--- config.mk ---
export PLATFORM = sky130hd
export DESIGN_NAME = pll_lock_rst_ctrl
export DESIGN_NICKNAME = d
export VERILOG_FILES = /design/src/rtl/pll_lock_rst_ctrl.sv
export SDC_FILE = /design/constraint.sdc
export NUM_CORES = 1
export LEC_CHECK = 0
export ABC_CLOCK_PERIOD_IN_PS = 2590
export CORE_MARGIN = 5
export CORE_UTILIZATION = 25
export DETAILED_ROUTE_END_ITERATION = 7
export PLACE_DENSITY_LB_ADDON = 0.25
export SLEW_MARGIN = 20
export SYNTH_ARGS = -nofsm -noshare
export SYNTH_HDL_FRONTEND = slang
export SYNTH_SLANG_ARGS = --single-unit
--- constraint.sdc ---
create_clock -name clk -period 2.59 [get_ports clk]
set_clock_uncertainty 0.15 [all_clocks]
set_input_delay 0.518 -clock clk [delete_from_list [all_inputs] [get_ports clk]]
set_output_delay 0.518 -clock clk [all_outputs]
set_load 0.01 [all_outputs]
--- src/rtl/pll_lock_rst_ctrl.sv ---
// PLL reset sequencer: drives pll_rst, qualifies pll_lock, releases sys_rst_n.
// Optional lock-loss counter enabled by defining PLL_LOCK_LOSS_CNT_EN.
module pll_lock_rst_ctrl #(
  parameter int RST_CYCLES    = 16,
  parameter int LOCK_TIMEOUT  = 65536,
  parameter int STABLE_CYCLES = 1024,
  parameter int MAX_RETRY     = 7,
  parameter int CNT_W         = 8
) (
  input  logic             clk,
  input  logic             rst_n,
  input  logic             pll_lock,
  output logic             pll_rst,
  output logic             sys_rst_n,
  output logic             pll_ready,
  output logic             pll_fail,
  output logic [2:0]       state_o,
  output logic [CNT_W-1:0] lock_loss_cnt
);

  localparam int MAX_AB = (RST_CYCLES > LOCK_TIMEOUT) ?
                          RST_CYCLES : LOCK_TIMEOUT;
  localparam int MAX_C  = (MAX_AB > STABLE_CYCLES) ?
                          MAX_AB : STABLE_CYCLES;
  localparam int TW     = $clog2(MAX_C + 1);

  localparam logic [TW-1:0] RST_LAST = TW'(RST_CYCLES - 1);
  localparam logic [TW-1:0] TO_LAST  = TW'(LOCK_TIMEOUT - 1);
  localparam logic [TW-1:0] STB_LAST = TW'(STABLE_CYCLES - 1);
  localparam logic [TW-1:0] CNT_ONE  = TW'(1);
  localparam logic [7:0]    RTY_MAX  = 8'(MAX_RETRY);

  typedef enum logic [2:0] {
    S_PLL_RST   = 3'd0,
    S_WAIT_LOCK = 3'd1,
    S_STABLE    = 3'd2,
    S_RUN       = 3'd3,
    S_FAIL      = 3'd4
  } state_t;

  logic          r_sync1;
  logic          r_lock_s;
  state_t        r_state;
  state_t        w_state_nxt;
  logic [TW-1:0] r_cnt;
  logic [TW-1:0] w_cnt_nxt;
  logic [7:0]    r_retry;
  logic [7:0]    w_retry_nxt;
  logic          r_pll_rst;
  logic          r_sys_rst_n;
  logic          r_pll_ready;
  logic          r_pll_fail;

  // pll_lock is asynchronous to clk
  always_ff @(posedge clk or negedge rst_n) begin
    if (!rst_n) begin
      r_sync1  <= 1'b0;
      r_lock_s <= 1'b0;
    end else begin
      r_sync1  <= pll_lock;
      r_lock_s <= r_sync1;
    end
  end

  always_ff @(posedge clk or negedge rst_n) begin
    if (!rst_n) begin
      r_state <= S_PLL_RST;
      r_cnt   <= '0;
      r_retry <= '0;
    end else begin
      r_state <= w_state_nxt;
      r_cnt   <= w_cnt_nxt;
      r_retry <= w_retry_nxt;
    end
  end

  always_comb begin
    w_state_nxt = r_state;
    w_cnt_nxt   = r_cnt;
    w_retry_nxt = r_retry;
    unique case (r_state)
      S_PLL_RST: begin
        if (r_cnt == RST_LAST) begin
          w_state_nxt = S_WAIT_LOCK;
          w_cnt_nxt   = '0;
        end else begin
          w_cnt_nxt = r_cnt + CNT_ONE;
        end
      end
      S_WAIT_LOCK: begin
        if (r_lock_s) begin
          w_state_nxt = S_STABLE;
          w_cnt_nxt   = '0;
        end else if (r_cnt == TO_LAST) begin
          w_cnt_nxt   = '0;
          w_retry_nxt = r_retry + 8'd1;
          w_state_nxt = (w_retry_nxt == RTY_MAX) ?
                        S_FAIL : S_PLL_RST;
        end else begin
          w_cnt_nxt = r_cnt + CNT_ONE;
        end
      end
      S_STABLE: begin
        if (!r_lock_s) begin
          w_state_nxt = S_WAIT_LOCK;
          w_cnt_nxt   = '0;
        end else if (r_cnt == STB_LAST) begin
          w_state_nxt = S_RUN;
          w_cnt_nxt   = '0;
          w_retry_nxt = '0;
        end else begin
          w_cnt_nxt = r_cnt + CNT_ONE;
        end
      end
      S_RUN: begin
        if (!r_lock_s) begin
          w_state_nxt = S_PLL_RST;
          w_cnt_nxt   = '0;
        end
      end
      S_FAIL: begin
        w_state_nxt = S_FAIL;
      end
      default: begin
        w_state_nxt = S_PLL_RST;
        w_cnt_nxt   = '0;
      end
    endcase
  end

  // Outputs registered from next state so they track state_o exactly
  always_ff @(posedge clk or negedge rst_n) begin
    if (!rst_n) begin
      r_pll_rst   <= 1'b1;
      r_sys_rst_n <= 1'b0;
      r_pll_ready <= 1'b0;
      r_pll_fail  <= 1'b0;
    end else begin
      r_pll_rst   <= (w_state_nxt == S_PLL_RST) ||
                     (w_state_nxt == S_FAIL);
      r_sys_rst_n <= (w_state_nxt == S_RUN);
      r_pll_ready <= (w_state_nxt == S_RUN);
      r_pll_fail  <= (w_state_nxt == S_FAIL);
    end
  end

`ifdef PLL_LOCK_LOSS_CNT_EN
  logic             w_loss;
  logic [CNT_W-1:0] r_loss_cnt;

  assign w_loss = (r_state == S_RUN) && !r_lock_s;

  always_ff @(posedge clk or negedge rst_n) begin
    if (!rst_n) begin
      r_loss_cnt <= '0;
    end else if (w_loss && (r_loss_cnt != '1)) begin
      r_loss_cnt <= r_loss_cnt + CNT_W'(1);
    end
  end

  assign lock_loss_cnt = r_loss_cnt;
`else
  assign lock_loss_cnt = '0;
`endif

  assign pll_rst   = r_pll_rst;
  assign sys_rst_n = r_sys_rst_n;
  assign pll_ready = r_pll_ready;
  assign pll_fail  = r_pll_fail;
  assign state_o   = r_state;

endmodule

==> flow_summary.ini <==
[yosys]
synth-seq-cells = 33
ys_seq_area_share_pct = 42.5
ys.flop_type = dfrtp_1
synthesis.area_um2 = 1950
synth_edf_count = 0
synth_area_per_cell_um2 = 9.89
synth_top_area_share_pct = 41.1
synth_common_cells = 32 x dfrtp_1, 20 x a21oi_1, 14 x nand3_1
ys_types = 51
synth_most_common_cell = dfrtp_1
synth_top_cell_by_area = dfrtp_1
syn_inst = 197
synthTopCellsByArea = dfrtp_1 41%, a21oi_1 5.1%, xor2_1 4.0%, nand3_1 3.6%, xnor2_1 3.6%
ys_async_sr_fraction_pct = 100
yosysWarningCount = 0

[sta]
slew_headroom_pct = 59.4
setup_slack_ns = 0.154
holdWs_ns = 0.198
tightestPinTransition_ns = 0.604
rsz0062_at_grt = false
period_minus_slack_ns = 2.44
tns_ns = 0
max_freq_mhz = 410
hold_viol_final = 0
drv_slew = 0
finalSetupViolations = 0
period_share_pct = 94.1

[grt]
overflow = 0
grtUsageTotal_pct = 9.24
grt_first_pass_wirelength_um = 7290
grt_start_max_net_pins = 34
antenna_found_initial = 0
first_global_vias = 1447

[routing]
wirelength_um = 4200
ant_nets = 0
wire_per_inst_um = 13.0
vias = 1489
avgViaCountPerCell = 4.61
drc = 0
drt-pass1-iter-count = 4
drtIter0Drc = 47

[run_status]
status = finished, final reports clean

[setup_path]
crit_path_max_fanout = 5
required_ns = 2.61
worst_setup_path_end_kind = register
startpoint_type = register
worstSetupPathType = register to register
cp_data_arrival_time_ns = 2.46

[clock_tree]
clk_latency_ns = 0.28
cts_inserted_buffers = 5
clockBufferDepth = 2
numClockSinks = 33
cts_tree = yes
cts_root_buffer = clkbuf_8
cts.clk_slew.worst_paths_ns = 0.07
cts-htree-levels = 2
hold_buffers = 0

[pwr]
internal-power_w = 0.00103
pwr-share-comb_pct = 36.0
pwr_density_cell_nw_per_um2 = 694
p_switching_w = 0.000584
irDropWorstVdd_mv = 0.333
leakagePower_nw = 1.02
power.clock.fraction_pct = 23.1
p_sw_share_pct = 36.1
seqPwrFrac_pct = 40.8

[floorplanning]
initial_core_util_pct = 25.5
die_w_um = 98.3
row_count = 32
num_io_pins = 18
core_region_area_um2 = 7650
dieArea_um2 = 9660
die_h_um = 98.3

[place]
dpl_cell_area_um2 = 2180
dpl.hpwl_um = 2920
place_ws_ns = 0.0139
numPortBuffers = 9
place.gp.congestion = 0.732

[layout]
nets = 228
area_growth_pct = 19.7
design_area_um2 = 2330
n_antenna_cell = 0
drive_above_1_share_pct = 18.6
n_fill_cell = 783
final_core_util_pct = 30.5

[flow_run]
maxCapViolCount = 0

[worst_hold_path]
hp-class = register to register
flip-flops by register name (all words and copies together) (netlist names):
signal / flops
r_lock_s: 1
pll_fail: 1
pll_rst: 1
state_o: 3
r_sync1: 1
r_cnt: 17
pll_ready: 1
r_retry: 8
layout make-up:
class | instances | area [µm²] | share of cell area [%]
Inverter | 6 | 22.5 | 0.966
Sequential cell | 33 | 827 | 35.5
Timing Repair Buffer | 28 | 245 | 10.5
Tap cell | 102 | 128 | 5.47
Clock buffer | 6 | 72.6 | 3.11
Multi-Input combinational cell | 146 | 1030 | 44.0
Clock inverter | 2 | 10.0 | 0.429
timing repair:
action                     4_1_cts  5_1_grt
cloned                           0        0
pin swaps                        0        2
setup buffers                    1        4
resized for setup                0        5
setup endpoints to repair        1       22
power groups by stage:
stage	Combinational, W	Clock [W]	Sequential, W
2_1_floorplan	0.000409	0	0.000650
3_3_place_gp	0.000526	0	0.000670
4_1_cts	0.000526	0.000395	0.000660
3_5_place_dp	0.000524	0	0.000669
6_report	0.000583	0.000374	0.000660
5_1_grt	0.000656	0.000418	0.000675
stage by stage:
| stage | cells | power, W |
|---|---|---|
| after CTS | 319 | 0.00158 |
| final | 323 | 0.00162 |
| after global placement | 310 | 0.00120 |
| after detailed placement | 310 | 0.00119 |
| after global routing | 323 | 0.00175 |
| after floorplan | 204 | 0.00106 |
kinds of logic (layout without fill, tap and decap cells):
| logic type | count (synthesis) | in the layout | synth area share [%] |
|---|---|---|---|
| XOR/XNOR | 17 | 17 | 7.64 |
| multiplexers | 3 | 3 | 1.61 |
| adder cells (fa/ha/maj) | 5 | 5 | 3.21 |
| AO/OA/AOI/OAI | 42 | 42 | 14.1 |
| other | 1 | 8 | 0.192 |
| buffers and inverters | 25 | 42 | 7.19 |
| flip-flops | 33 | 33 | 42.5 |
| AND/OR/NAND/NOR | 71 | 71 | 23.6 |
routing by layer:
metal  global-route usage, %  routed length, µm  vias to the layer above
met1                    12.9               2080                      719
li1                        -                  -                      742
met2                    14.1               1920                       24
met3                    2.57                158                        4
met4                    2.52                 38                        0
met5                       0                  0                        -
worst paths after layout:
path | start | end | slack (ns) | cells past startpoint
min in group asynchronous | rst_n | pll_fail | 0.50 | 2
min reg2reg | r_sync1 | r_lock_s | 0.20 | 0
min | r_sync1 | r_lock_s | 0.20 | 0
max in group asynchronous | rst_n | pll_rst | 1.46 | 2
max reg2reg | r_cnt[12] | r_retry[4] | 0.15 | 9
max | r_cnt[12] | r_retry[4] | 0.15 | 9
layout by cell type, fill, tap and decap left out, drive strengths merged, types with 6 or more instances in the layout:
master         count
clkbuf             6
xor2               9
conb               8
dfrtp             32
and3               6
and4               7
xnor2              8
a21oi             20
inv                6
clkdlybuf4s50      9
nand3             14
nand2              6
buf               19
nor2              13
nor3               6
critical path: stages, from the launching register on:
cell,delay (ns)
dfrtp_1,0.38
and4_4,0.25
nand3_1,0.10
or3_4,0.41
inv_2,0.07
ha_4,0.14
nor4b_4,0.31
and4_1,0.26
a21oi_1,0.07
o22a_1,0.18
Note: power is estimated with default switching activity, not from simulation.
==> patch 1: new RTL, config.mk and constraints unchanged <==
Change the parameter `RST_CYCLES` from 16 to 32.
--- a/src/rtl/pll_lock_rst_ctrl.sv
+++ b/src/rtl/pll_lock_rst_ctrl.sv
@@ -2,5 +2,5 @@
 // Optional lock-loss counter enabled by defining PLL_LOCK_LOSS_CNT_EN.
 module pll_lock_rst_ctrl #(
-  parameter int RST_CYCLES    = 16,
+  parameter int RST_CYCLES    = 32,
   parameter int LOCK_TIMEOUT  = 65536,
   parameter int STABLE_CYCLES = 1024,
Behaviour: same outputs for any inputs over 10 cycles, from zero or initial values and one cycle with rst_n low; that may be too few to reach the edited logic, so the function may still have changed.
==> patch 1 against the unedited design <==
- worst setup slack got worse by 0.038 ns
- synthesized cell count increased by 4.6%
- count of clock-buffer cells in the layout increased by 1
- critical path depth increased by 4
- critical endpoint is now pll_rst$_DFF_PN1_
- design area increased by 1.6%
- power decreased by 17%
- highest routed layer unchanged
- combinational power decreased by 48%
- sequential cell count unchanged
- clock power increased by 17%
- first-iteration DRC count decreased by 17%
- global-route usage increased by 0.31 points
- largest cell class unchanged
- area after synthesis increased by 1.1%
- routed wire length increased by 2.1%
==> patch 1: results (changes against the unedited design) <==
** Drt
- Top layer used by detailed routing :: met4
- The overall routed net length came to 4294 um (+2.1%).
- Metal3 WL :: 172 um (+8.9%)
- Count of routing violations after the opening detailed-route iteration :: 39 (-17%)
- The detailed-router iteration count before antenna repair was 4 (unchanged).
- The wire length on met1 is 2042 um (-2.0%).
- The detail-routed via count per cell came to 4.611 (about the same).
- The length of routed met2 wiring is 1970 um (+2.5%).

** Finish
- The fraction of final layout cells sized beyond drive strength 1 was 20.00% (+1.4 points).
- Largest register FFs :: 17 (unchanged)
- Register ranked first by flip-flop count :: r_cnt
- The net total in the final layout was 237 (+3.9%).
- Antenna Diode Count :: 0 (unchanged)

** Synthesis
- By area the synthesized netlist is led by sky130_fd_sc_hd__dfrtp_1 41%, sky130_fd_sc_hd__nand3_1 3.8%, sky130_fd_sc_hd__nor2_1 3.6%.
- The warning count from the yosys run was 0 (unchanged).
- The count of unique library cells instantiated by Yosys was 50 (-2.0%).
- Async S/R FF share, synth :: 100.0% (unchanged)
- The portion of the post-synthesis area used by sequential elements was 41.99% (-0.46 points).
- Synth cell count leaders :: 32 x sky130_fd_sc_hd__dfrtp_1, 19 x sky130_fd_sc_hd__nor2_1, 15 x sky130_fd_sc_hd__nand3_1, 13 x sky130_fd_sc_hd__nand2_1, 12 x sky130_fd_sc_hd__o21ai_0

** GRT
- The number of antenna violations at the first check in global routing was 0 (unchanged).
- The global-route wire length before repair came to 7493 um (+2.7%).
- Maximum number of pins on one net before global-route repair :: 34 (unchanged)
- The number of global-route vias before repair is 1,547 (+6.9%).
- Total track usage :: 9.549% (+0.31 points)

** Placement
- Detailed-placement wirelength estimate :: 3027 um (+3.6%)
- The cell area reported after detailed placement is 0.002191 mm^2 (+0.52%).
- Global placement routability congestion :: 0.7531 (+2.9%)
- The number of buffers inserted by port buffering was 9 (unchanged).

** Worst setup path
- The maximum fanout along the worst path is 4 (-1).
- CP max stage cell :: sky130_fd_sc_hd__dfrtp_1
- Grouping stages by cell kind, the critical path spends the most delay in simple AND/OR/NAND/NOR gates.
- Worst stage delay on the critical path :: 0.39 ns (-0.02 ns)
- Crit path DAT :: 2.54 ns (+0.08 ns)

** Clock tree
- The clock transition at the registers of the reported paths was 0.07 ns (about the same).
- The number of buffers inserted during clock tree synthesis was 5 (unchanged).
- Maximum level of the CTS H-tree :: 2 (unchanged)
- Library cell used as clock root buffer :: sky130_fd_sc_hd__clkbuf_8
- Insertion delay to the later sink of the worst-skew pair :: 0.28 ns (about the same)
- Maximum buffer depth of the clock tree :: 2 (unchanged)

** Worst hold path
- The tightest min-delay check is of the reg -> reg type.

** Power and ir drop
- Leakage :: 1.014 nW (-0.22%)
- The cell-internal power was 0.9556 mW (-7.5%).
- VDD IR max :: 0.0001693 V (-49%)

** STA
- Slew margin rel. :: 45.87% (-14 points)

** Status
- The flow ran to the end, and the final reports show no timing, DRC or antenna violations.
==> patch 1: cell count changes in the layout (fill, tap and decap cells not counted), moves of 6 or more <==
cell / unedited run / this run
sky130_fd_sc_hd__a21oi_1: 20 / 3
sky130_fd_sc_hd__nand2_1: 6 / 13
sky130_fd_sc_hd__nor2_1: 13 / 19
sky130_fd_sc_hd__o21ai_0: 4 / 12
sky130_fd_sc_hd__xnor2_1: 8 / 2
==> patch 1: cell families (layout without fill, tap and decap cells) <==
logic type / after synthesis / count (layout) / synth area share (%)
other: 1 / 8 / 0.1904
and+or+nand+nor: 88 / 88 / 26.62
AOI/OAI and AO/OA: 39 / 39 / 13.60
DFF: 33 / 33 / 42.00
adders and majority gates: 5 / 5 / 3.177
buffers and inverters: 24 / 41 / 6.861
muxes: 6 / 6 / 3.113
xor gates and xnor gates: 10 / 10 / 4.448
==> patch 1: power by group through the flow <==
stage | combinational (mW) | clock [mW] | sequential (mW)
3_3_place_gp | 0.258 | 0 | 0.618
2_1_floorplan | 0.179 | 0 | 0.612
4_1_cts | 0.295 | 0.460 | 0.607
6_report | 0.303 | 0.439 | 0.608
5_1_grt | 0.339 | 0.482 | 0.616
3_5_place_dp | 0.264 | 0 | 0.619
==> patch 1: final cells by class <==
type	instances	area, um^2
clock buffer	7	96.34
clock inverter	1	5.005
fill	800	5318
inverter	8	30.03
multi-input combinational	156	1074
sequential	33	827.0
tap	102	127.6
timing repair buffer	25	210.2
==> patch 1: timing repair <==
action	in CTS	in global routing
buffers inserted	4	3
endpoints found under the hold margin	0	0
endpoints found under the setup margin	7	9
resized for setup	4	1
pin swaps	2	4
==> patch 1: final timing paths <==
check	endpoint	cells after the start	from	slack, ns
min in group asynchronous	r_cnt[12]$_DFFE_PN0P_	2	rst_n	0.49
max in group asynchronous	pll_rst$_DFF_PN1_	2	rst_n	1.46
max	pll_rst$_DFF_PN1_	13	r_cnt[0]$_DFFE_PN0P_	0.12
min reg2reg	r_lock_s$_DFF_PN0_	0	r_sync1$_DFF_PN0_	0.21
min	r_lock_s$_DFF_PN0_	0	r_sync1$_DFF_PN0_	0.21
max reg2reg	pll_rst$_DFF_PN1_	13	r_cnt[0]$_DFFE_PN0P_	0.12
==> patch 1: per-stage QoR <==
stage	worst slack [ns]	power, mW	std cells
final	0.1158	1.350	332
after global routing	0.0001679	1.437	332
after CTS	0.01202	1.362	329
after detailed placement	-0.04360	0.8828	317
after global placement	0.02912	0.8768	317
after floorplan	0.03478	0.7904	213
==> patch 1: layer usage <==
layer  up-vias  track usage, %
li1        768               -
met1       720           12.45
met2        35           14.88
met3         8           2.052
met4         0           4.832
met5         -               0
==> patch 2: new RTL, same flow settings <==
Made on the original files. Add a define of `PLL_LOCK_LOSS_CNT_EN`.
--- a/src/rtl/pll_lock_rst_ctrl.sv
+++ b/src/rtl/pll_lock_rst_ctrl.sv
@@ -1,4 +1,6 @@
 // PLL reset sequencer: drives pll_rst, qualifies pll_lock, releases sys_rst_n.
 // Optional lock-loss counter enabled by defining PLL_LOCK_LOSS_CNT_EN.
+`define PLL_LOCK_LOSS_CNT_EN
+
 module pll_lock_rst_ctrl #(
   parameter int RST_CYCLES    = 16,
Check against the original RTL: same outputs for any inputs over 10 cycles, from zero or initial values and one cycle with rst_n low; that may be too few to reach the edited logic, so the function may still have changed.
==> patch 2 against the unedited design <==
- sequential cell count rose by 8
- critical path type unchanged
- synthesized cell count up 19%
- worst hold slack lost 0.17 ns
- routed wire length up 10%
- design area increased by 16%
- die area grew 13%
- power is 12% higher
- area after synthesis up 15%
- worst setup slack improved by 0.074 ns
==> patch 2: results (changes against the unedited design) <==
** Placement
- The cell area reported after detailed placement is 0.002580 mm^2 (+18%).
- Global placement routability congestion :: 0.7505 (+2.6%)
- The worst slack at placement was 0.2563 ns (+0.2423 ns).
- Port-buffer cells :: 17 (+8)
- The half-perimeter wire length after detailed placement was 3434 um (+17%).

** Finish
- Final-layout fill cell count :: 907 (+16%)
- Fraction of final layout cells with drive strength greater than 1 :: 12.31% (-6.2 points)
- Total Nets Final :: 268 (+18%)
- The post-layout instance count excluding filler cells is 368 (+14%).
- The antenna diode count was 0 (unchanged).

** Drt
- Overall via count from detail_route :: 1,763 (+18%)
- The iteration-0 DRC count of the detailed router was 70 (+49%).
- The average wire per cell in the routed design came to 12.59 um (-3.3%).

** STA
- The smallest hold slack was 0.03299 ns (-0.1651 ns).
- Transition time at the pin with the least slew margin :: 0.9793 ns (+0.3757 ns)

** Power and ir drop
- Clock Power Share :: 29.1% (+6.0 points)
- The clock group power came to 0.526 mW (+41%).
- The power drawn by the sequential cells was 0.789 mW (+20%).
- VDD IR max :: 0.0003071 V (-7.7%)

** Synthesis
- After synthesis, the most frequently instantiated cells are 40 x sky130_fd_sc_hd__dfrtp_1, 19 x sky130_fd_sc_hd__nor2_1, 17 x sky130_fd_sc_hd__nand2_1, 16 x sky130_fd_sc_hd__o21ai_0, 13 x sky130_fd_sc_hd__a21oi_1.
- The portion of the post-synthesis area used by sequential elements came to 45.87% (+3.4 points).
- Top post-synthesis cells by area :: sky130_fd_sc_hd__dfrtp_1 45%, sky130_fd_sc_hd__xor2_1 4.3%, sky130_fd_sc_hd__xnor2_1 3.9%
- The count of unique library cells instantiated by Yosys is 46 (-9.8%).
- Average cell area after synthesis :: 9.571 um^2 (-3.2%)
- Number of nets in the synthesized netlist :: 243

** Worst setup path
- Reg-to-reg setup timing slack :: 0.23 ns (+0.07 ns)
- In this run the worst setup path terminates at r_cnt[0]$_DFFE_PN0P_.
- The data arrival time of the worst path came to 2.34 ns (-0.12 ns).
- In this run the critical register-to-register path is launched from r_cnt[0]$_DFFE_PN0P_.
- The largest incremental delay on the critical path is 0.39 ns (-0.02 ns).
- The number of cells traversed by the worst register-to-register path came to 11 (+2).
- Maximum fanout along the worst path :: 13 (+8)

** Clock tree
- Insertion delay to the later sink of the worst-skew pair :: 0.30 ns (+0.02 ns)
- # Post-CTS Setup Buffers :: 0 (-1)

** GRT
- Via count of the first global-routing pass :: 1,739 (+20%)
- Global-route wire length before repair :: 8328 um (+14%)

** Status
- Run status :: complete, no violations
patch 2: area by class of cell:
cell class	count	area (um^2)	share of cell area, %
multi-input combinational	172	1116	41.41
clock buffer	5	68.82	2.553
inverter	11	41.29	1.532
sequential	41	1027	38.12
timing repair buffer	28	260.3	9.656
clock inverter	3	46.29	1.718
tap	108	135.1	5.014
patch 2: cell families after synthesis:
group | after synthesis | synth area share, %
AND/OR/NAND/NOR | 94 | 23.46
buffers and inverters | 21 | 4.301
adder cells (fa/ha/maj) | 6 | 3.352
multiplexers | 3 | 1.397
flip-flops | 41 | 45.87
XOR/XNOR | 21 | 8.212
AO/OA/AOI/OAI | 48 | 13.41
patch 2: layer usage:
layer  vias up  wire, um  GRT usage [%]
met3         6       136          2.281
met5         -         0              0
met1       853      2354          12.03
met2        25      2069          14.34
met4         0        72          3.288
li1        879         -              -
